## config.mk

```make
export PLATFORM = sky130hd
export DESIGN_NAME = accu_group_arbiter_flat
export DESIGN_NICKNAME = d
export VERILOG_FILES = /design/src/rtl/accu_group_arbiter_pkg.sv /design/src/rtl/accu_group_arbiter_if.sv /design/src/rtl/accu_group_arbiter_rr_pick.sv /design/src/rtl/accu_group_arbiter.sv /design/src/flat_wrapper.sv
export SDC_FILE = /design/constraint.sdc
export NUM_CORES = 1
export LEC_CHECK = 0
export BUFFER_PORTS_ARGS = -buffer_cell sky130_fd_sc_hd__buf_2
export CAP_MARGIN = 20
export CORE_UTILIZATION = 43
export CTS_CLUSTER_DIAMETER = 60
export DETAILED_ROUTE_END_ITERATION = 12
export PLACE_DENSITY = 0.79
export SLEW_MARGIN = 20
export SYNTH_ARGS = -nofsm -noshare
export SYNTH_HDL_FRONTEND = slang
export SYNTH_SLANG_ARGS = --single-unit
```

## constraint.sdc

```tcl
create_clock -name clk -period 1.8 [get_ports clk]
set_clock_uncertainty 0.05 [all_clocks]
set_input_delay 0 -clock clk [delete_from_list [all_inputs] [get_ports clk]]
set_output_delay 0 -clock clk [all_outputs]
set_load 0.01 [all_outputs]
```

## src/rtl/accu_group_arbiter_pkg.sv

```systemverilog
// Shared types and defaults for the accumulator group arbiter slice.
package accu_pkg;

    typedef enum logic [1:0] {IDLE, BUSY, WAIT_RES} arb_state_e;

    localparam int NUM_REQ_DEF   = 4;
    localparam int GROUP_LEN_DEF = 4;
    localparam int DATA_W_DEF    = 8;
    localparam int SUM_W_DEF     = 10;

    // Increment modulo n; used for the round-robin pointer.
    function automatic int unsigned wrap_inc(input int unsigned v, input int unsigned n);
        return (v + 1 >= n) ? 0 : v + 1;
    endfunction

endpackage

```

## src/rtl/accu_group_arbiter_if.sv

```systemverilog
// Requester-side streams, accumulator link and tagged result bus of the group arbiter.
interface accu_group_arbiter_if #(
    parameter int NUM_REQ = 4,
    parameter int DATA_W  = 8,
    parameter int SUM_W   = 10
);
    localparam int ID_W = $clog2(NUM_REQ);

    logic [NUM_REQ-1:0]        req_valid;
    logic [NUM_REQ*DATA_W-1:0] req_data;
    logic [NUM_REQ-1:0]        req_ready;
    logic                      acc_valid_in;
    logic [DATA_W-1:0]         acc_data_in;
    logic                      acc_valid_out;
    logic [SUM_W-1:0]          acc_data_out;
    logic                      res_valid;
    logic [ID_W-1:0]           res_id;
    logic [SUM_W-1:0]          res_data;

    modport slave (
        input  req_valid, req_data, acc_valid_out, acc_data_out,
        output req_ready, acc_valid_in, acc_data_in, res_valid, res_id, res_data
    );

    modport master (
        output req_valid, req_data, acc_valid_out, acc_data_out,
        input  req_ready, acc_valid_in, acc_data_in, res_valid, res_id, res_data
    );

endinterface

```

## src/rtl/accu_group_arbiter_rr_pick.sv

```systemverilog
// Combinational round-robin picker: first valid requester at or after rr_ptr, wrapping.
module accu_rr_pick #(
    parameter int NUM_REQ = 4,
    parameter int ID_W    = $clog2(NUM_REQ)
) (
    input  logic [NUM_REQ-1:0] req_valid,
    input  logic [ID_W-1:0]    rr_ptr,
    output logic [ID_W-1:0]    grant_id,
    output logic               any_req
);

    always_comb begin : pick
        int unsigned idx;
        logic [ID_W-1:0] idx_l;
        grant_id = '0;
        any_req  = 1'b0;
        idx      = 0;
        idx_l    = '0;
        for (int unsigned k = 0; k < NUM_REQ; k++) begin
            idx = 32'(rr_ptr) + k;
            if (idx >= NUM_REQ) idx = idx - NUM_REQ;
            idx_l = ID_W'(idx);
            if (!any_req && req_valid[idx_l]) begin
                any_req  = 1'b1;
                grant_id = idx_l;
            end
        end
    end

endmodule

```

## src/rtl/accu_group_arbiter.sv

```systemverilog
// Grants one 4-beat accumulator to a requester per group and returns the tagged sum.
// Optional per-requester completed-group counters under `ACCU_ARB_STATS_EN.
module accu_group_arbiter
    import accu_pkg::*;
#(
    parameter int NUM_REQ   = NUM_REQ_DEF,
    parameter int DATA_W    = DATA_W_DEF,
    parameter int SUM_W     = SUM_W_DEF,
    parameter int GROUP_LEN = GROUP_LEN_DEF
) (
    input  logic                  clk,
    input  logic                  rst_n,
    accu_group_arbiter_if.slave   bus,
`ifdef ACCU_ARB_STATS_EN
    output logic [NUM_REQ*16-1:0] grp_cnt,
`endif
    output logic                  proto_err
);

    localparam int ID_W  = $clog2(NUM_REQ);
    localparam int CNT_W = (GROUP_LEN > 1) ? $clog2(GROUP_LEN) : 1;

    arb_state_e       state;
    logic [ID_W-1:0]  rr_ptr;
    logic [ID_W-1:0]  owner;
    logic [ID_W-1:0]  grant_id;
    logic             any_req;
    logic [CNT_W-1:0] beat_cnt;
    logic             owner_valid;

    accu_rr_pick #(.NUM_REQ(NUM_REQ), .ID_W(ID_W)) u_pick (
        .req_valid (bus.req_valid),
        .rr_ptr    (rr_ptr),
        .grant_id  (grant_id),
        .any_req   (any_req)
    );

    assign owner_valid = bus.req_valid[owner];

    // Owner's stream is passed straight through to the accumulator while BUSY.
    always_comb begin
        bus.req_ready    = '0;
        bus.acc_valid_in = 1'b0;
        bus.acc_data_in  = '0;
        if (state == BUSY) begin
            bus.req_ready[owner] = 1'b1;
            bus.acc_valid_in     = owner_valid;
            bus.acc_data_in      = bus.req_data[int'(owner)*DATA_W +: DATA_W];
        end
    end

    always_ff @(posedge clk or negedge rst_n) begin
        if (!rst_n) begin
            state        <= IDLE;
            rr_ptr       <= '0;
            owner        <= '0;
            beat_cnt     <= '0;
            bus.res_valid <= 1'b0;
            bus.res_id    <= '0;
            bus.res_data  <= '0;
            proto_err    <= 1'b0;
        end else begin
            bus.res_valid <= 1'b0;
            if (bus.acc_valid_out && state != WAIT_RES) proto_err <= 1'b1;
            case (state)
                IDLE: begin
                    if (any_req) begin
                        owner <= grant_id;
                        state <= BUSY;
                    end
                end
                BUSY: begin
                    if (owner_valid) begin
                        if (beat_cnt == CNT_W'(GROUP_LEN - 1)) begin
                            beat_cnt <= '0;
                            state    <= WAIT_RES;
                        end else begin
                            beat_cnt <= beat_cnt + 1'b1;
                        end
                    end
                end
                WAIT_RES: begin
                    if (bus.acc_valid_out) begin
                        bus.res_valid <= 1'b1;
                        bus.res_id    <= owner;
                        bus.res_data  <= SUM_W'(bus.acc_data_out);
                        rr_ptr        <= ID_W'(wrap_inc(32'(owner), NUM_REQ));
                        state         <= IDLE;
                    end
                end
                default: state <= IDLE;
            endcase
        end
    end

`ifdef ACCU_ARB_STATS_EN
    always_ff @(posedge clk or negedge rst_n) begin
        if (!rst_n) begin
            grp_cnt <= '0;
        end else if (bus.res_valid) begin
            for (int unsigned i = 0; i < NUM_REQ; i++) begin
                if (bus.res_id == ID_W'(i) && grp_cnt[i*16 +: 16] != 16'hFFFF)
                    grp_cnt[i*16 +: 16] <= grp_cnt[i*16 +: 16] + 16'd1;
            end
        end
    end
`endif

endmodule

```

## src/flat_wrapper.sv

```systemverilog
// flat-port wrapper written by rule: the top's interface ports become plain ports
module accu_group_arbiter_flat import accu_pkg::*;
#(
    parameter int NUM_REQ   = NUM_REQ_DEF,
    parameter int DATA_W    = DATA_W_DEF,
    parameter int SUM_W     = SUM_W_DEF,
    parameter int GROUP_LEN = GROUP_LEN_DEF
)
  (clk, rst_n, proto_err, bus_req_valid, bus_req_data, bus_acc_valid_out, bus_acc_data_out, bus_req_ready, bus_acc_valid_in, bus_acc_data_in, bus_res_valid, bus_res_id, bus_res_data);
  accu_group_arbiter_if #(.NUM_REQ(NUM_REQ), .DATA_W(DATA_W), .SUM_W(SUM_W)) bus_i ();
  input  logic clk;
  input  logic rst_n;
  output logic proto_err;
  input wire logic [$bits(bus_i.req_valid)-1:0] bus_req_valid;
  input wire logic [$bits(bus_i.req_data)-1:0] bus_req_data;
  input wire logic [$bits(bus_i.acc_valid_out)-1:0] bus_acc_valid_out;
  input wire logic [$bits(bus_i.acc_data_out)-1:0] bus_acc_data_out;
  output wire logic [$bits(bus_i.req_ready)-1:0] bus_req_ready;
  output wire logic [$bits(bus_i.acc_valid_in)-1:0] bus_acc_valid_in;
  output wire logic [$bits(bus_i.acc_data_in)-1:0] bus_acc_data_in;
  output wire logic [$bits(bus_i.res_valid)-1:0] bus_res_valid;
  output wire logic [$bits(bus_i.res_id)-1:0] bus_res_id;
  output wire logic [$bits(bus_i.res_data)-1:0] bus_res_data;
  assign bus_i.req_valid = bus_req_valid;
  assign bus_i.req_data = bus_req_data;
  assign bus_i.acc_valid_out = bus_acc_valid_out;
  assign bus_i.acc_data_out = bus_acc_data_out;
  assign bus_req_ready = bus_i.req_ready;
  assign bus_acc_valid_in = bus_i.acc_valid_in;
  assign bus_acc_data_in = bus_i.acc_data_in;
  assign bus_res_valid = bus_i.res_valid;
  assign bus_res_id = bus_i.res_id;
  assign bus_res_data = bus_i.res_data;
  accu_group_arbiter #(.NUM_REQ(NUM_REQ), .DATA_W(DATA_W), .SUM_W(SUM_W), .GROUP_LEN(GROUP_LEN)) u_core (.clk(clk), .rst_n(rst_n), .bus(bus_i), .proto_err(proto_err));
endmodule
```

==> impl_metrics.prom <==
# TYPE chip_impl_metric gauge
chip_impl_info{name="start_kind",value="flop"} 1
chip_impl_info{name="area_leader_netlist",value="sky130_fd_sc_hd__dfrtp_1"} 1
chip_impl_metric{name="die_h",unit="um"} 57.1
chip_impl_info{name="synth_most_common_cell",value="sky130_fd_sc_hd__dfrtp_1"} 1
chip_impl_metric{name="per_cell_routed_wire_length",unit="um"} 13.8
chip_impl_metric{name="met3RoutedLength",unit="um"} 352
chip_impl_metric{name="wl_met1",unit="um"} 1190
chip_impl_metric{name="drv_slew",unit=""} 0
chip_impl_info{name="status",value="finished, violations left"} 1
chip_impl_metric{name="drt_iter0_drc",unit=""} 63
chip_impl_metric{name="grt_pass1_vias",unit=""} 1235
chip_impl_metric{name="wire_length_on_met2",unit="um"} 1530
chip_impl_metric{name="global_route.overflow_total",unit=""} 0
chip_impl_metric{name="tns",unit="ns"} 0
chip_impl_metric{name="timing.final.crit_period",unit="ns"} 1.74
chip_impl_metric{name="worst_pin_slew",unit="ns"} 0.597
chip_impl_metric{name="pin_count_of_the_biggest_net_entering_global_routing",unit=""} 23
chip_impl_info{name="worst_hold_path_type",value="in2reg"} 1
chip_impl_metric{name="share_of_the_clock_period_used_by_the_worst_path",unit="%"} 96.9
chip_impl_info{name="synth_flop_type",value="sky130_fd_sc_hd__dfrtp_1"} 1
chip_impl_metric{name="place.port_buffers",unit=""} 75
chip_impl_info{name="synth_commonest_cells",value="22 x sky130_fd_sc_hd__dfrtp_1, 12 x sky130_fd_sc_hd__and2_1, 11 x sky130_fd_sc_hd__mux2_1"} 1
chip_impl_metric{name="fraction_of_layout_instances_using_a_drive_strength_above_1",unit="%"} 50.5
chip_impl_metric{name="max_cap_violations",unit=""} 0
chip_impl_info{name="worstSetupEndpointType",value="primary output"} 1
chip_impl_metric{name="drcViolationCount",unit=""} 20
chip_impl_metric{name="inserted_clock_buffers",unit=""} 3
chip_impl_info{name="post_synth_main_area_contributors",value="sky130_fd_sc_hd__dfrtp_1 42%, sky130_fd_sc_hd__mux4_2 16%, sky130_fd_sc_hd__mux2_1 9.5%, sky130_fd_sc_hd__and2_1 5.7%, sky130_fd_sc_hd__ha_1 4.8%"} 1
chip_impl_metric{name="mean_instance_size_in_the_synthesized_netlist",unit="sq um"} 12.7
chip_impl_metric{name="die-width",unit="um"} 57.1
chip_impl_metric{name="num_vias",unit=""} 1182
chip_impl_metric{name="cp.required",unit="ns"} 1.75
chip_impl_metric{name="core_area",unit="sq mm"} 0.00281
chip_impl_metric{name="synth.cell_area",unit="sq mm"} 0.00131
chip_impl_metric{name="via_per_inst",unit=""} 5.25
chip_impl_metric{name="post-layout-total-power",unit="W"} 0.00242
chip_impl_info{name="cts_tree",value="built"} 1
chip_impl_metric{name="number_of_enable_type_register_cells_in_the_synthesized_netlist",unit=""} 0
chip_impl_info{name="criticalPathCategory",value="reg2out"} 1
chip_impl_metric{name="endpoints_failing_hold",unit=""} 0
chip_impl_metric{name="timing.slew.headroom",unit="%"} 59.8
chip_impl_metric{name="insertion_delay",unit="ns"} 0.31
chip_impl_info{name="cts_root_buffer",value="sky130_fd_sc_hd__clkbuf_4"} 1
chip_impl_metric{name="synth-seq-area-share",unit="%"} 42.1
chip_impl_metric{name="placementRows",unit=""} 19
chip_impl_metric{name="power_density",unit="mW/mm^2"} 1270
chip_impl_metric{name="h_tree_depth",unit=""} 1
chip_impl_metric{name="synth_cell_type_count",unit=""} 29
chip_impl_metric{name="maxClockFrequency",unit="MHz"} 573
chip_impl_info{name="highest_routed_layer",value="met4"} 1
chip_impl_metric{name="global_route_wire_length_before_repair",unit="um"} 5090
chip_impl_metric{name="critical_path_peak_fanout",unit=""} 3
chip_impl_metric{name="io_pins",unit=""} 76
chip_impl_metric{name="cts_max_path_buffers",unit=""} 2
chip_impl_metric{name="finalWeightedCongestion",unit=""} 0.735
chip_impl_metric{name="yosysTopAreaCellShare",unit="%"} 42.1
chip_impl_metric{name="vdd.ir_drop.worst",unit="mV"} 0.727
chip_impl_metric{name="tritoncts_num_sinks",unit=""} 22
chip_impl_metric{name="antenna_diode_instance_count",unit=""} 0
chip_impl_metric{name="dr.pass1.iters",unit=""} 8
chip_impl_metric{name="antenna_found_initial",unit=""} 0
chip_impl_metric{name="total_leakage_power",unit="nW"} 1.01
chip_impl_metric{name="yosysWarnings",unit=""} 0
chip_impl_metric{name="worst_ep_arrival_time",unit="ns"} 1.69
chip_impl_metric{name="postSynthCellCount",unit=""} 103
chip_impl_metric{name="setup_violating_endpoint_count_in_the_final_report",unit=""} 0
chip_impl_metric{name="final_net_count",unit=""} 249
chip_impl_metric{name="grt_use_total",unit="%"} 19.8
chip_impl_metric{name="area.growth.synth_to_final",unit="%"} 45.8
chip_impl_metric{name="initial_utilization",unit="%"} 46.6
chip_impl_metric{name="hpwl",unit="um"} 2300
chip_impl_metric{name="ys_ff_latch",unit=""} 22
chip_impl_metric{name="antenna_violating_nets_post_route",unit=""} 0
chip_impl_metric{name="asyncSetResetFlopFracSynth",unit="%"} 100
chip_impl_metric{name="wl",unit="um"} 3110
chip_impl_info{name="violations",value="DRC"} 1
chip_impl_metric{name="floorplan.die_area",unit="sq mm"} 0.00326
chip_impl_metric{name="cts.clk_slew.worst_paths",unit="ns"} 0.12
chip_impl_metric{name="postLayoutSetupSlackWorst",unit="ns"} 0.0559
chip_impl_metric{name="synth.net_count",unit=""} 157
chip_impl_metric{name="pre_cts_ws",unit="ns"} 0.242
layout make-up:
type | count | area (sq um)
fillers | 211 | 901
multi-input cells | 72 | 722
flip-flops and latches | 22 | 551
repair buffers | 91 | 538
well taps | 31 | 38.8
clock buffers | 4 | 36.3
inverters | 5 | 18.8
layer usage:
layer	track usage (%)	up-vias
li1	-	558
met1	21.6	548
met2	38.5	72
met3	4.08	4
met4	5.23	0
met5	0	-
per-stage QoR:
stage | hold slack (ns) | area (sq um) | std cells | utilization [%]
floorplan | -0.346 | 1310 | 103 | -
global placement | -0.0660 | 1720 | 207 | 61.2
detailed placement | -0.0606 | 1720 | 207 | 61.2
CTS | 0.00339 | 1880 | 223 | 66.9
global route | 0.00252 | 1900 | 225 | 67.9
finish | 0.00832 | 1900 | 225 | 67.9
where the power goes:
part	internal [W]	switching [W]	leakage (nW)
sequential	0.000656	0.000144	0.283
clock	0.000123	0.000150	0.0210
combinational	0.000744	0.000601	0.708
placed cells by master (no fill, tap or decap), drive strengths merged:
cell type / netlist / routed
ha: 5 / 5
o21ai: 3 / 3
a21oi: 2 / 2
and2: 12 / 12
buf: 2 / 79
a311oi: 2 / 2
and2b: 1 / 1
inv: 5 / 5
mux2i: 1 / 1
nor4: 1 / 1
nand3: 1 / 1
clkbuf: 2 / 4
nand2: 5 / 5
o41ai: 1 / 1
nand3b: 1 / 1
mux2: 13 / 13
dfrtp: 22 / 22
dlygate4sd3: 0 / 12
a21o: 1 / 1
nand2b: 3 / 3
o31ai: 4 / 4
nor2: 3 / 3
or3: 1 / 1
nor2b: 2 / 2
mux4: 9 / 9
or2b: 1 / 1
what timing repair did:
action                     4_1_cts  5_1_grt
buffers inserted                 0        2
hold endpoints to repair        34        0
hold buffers                    12        0
setup endpoints to repair        8        8
gates resized for setup          1        3
path summary, 6_finish.rpt:
path                            slack, ns              from  cells after the start                endpoint
worst min register to register       0.42  u_core.proto_err                      1        u_core.proto_err
min in group asynchronous            0.11             rst_n                      2  u_core.bus.res_data[8]
worst max register to register       0.13   u_core.owner[0]                      4      u_core.beat_cnt[1]
worst min-delay path                0.008  bus_req_valid[3]                      3         u_core.owner[0]
worst max-delay path                 0.06   u_core.owner[0]                      5        bus_acc_valid_in
max in group asynchronous            1.26             rst_n                      2      u_core.beat_cnt[1]
registers in the layout, summed over array words and instances (netlist names):
register / cells
u_core.proto_err: 1
u_core.beat_cnt: 2
u_core.bus.res_id: 2
u_core.state: 2
u_core.rr_ptr: 2
u_core.bus.res_valid: 1
u_core.owner: 2
u_core.bus.res_data: 10
worst max-delay path, stage by stage (launching register included):
cell                      delay, ns
sky130_fd_sc_hd__dfrtp_1       0.43
sky130_fd_sc_hd__buf_4         0.14
sky130_fd_sc_hd__mux4_2        0.54
sky130_fd_sc_hd__nand2_4       0.12
sky130_fd_sc_hd__inv_1         0.04
sky130_fd_sc_hd__buf_2         0.13
cells by family (layout without fill, tap and decap cells):
logic type | Yosys count | in the layout | synth area share, %
buffers and inverters | 9 | 100 | 2.97
AOI/OAI and AO/OA | 13 | 13 | 7.38
and+or+nand+nor | 31 | 31 | 14.7
DFF | 22 | 22 | 42.1
adders and majority gates | 5 | 5 | 4.79
muxes | 23 | 23 | 28.1
Note: power is estimated with default switching activity, not from simulation.
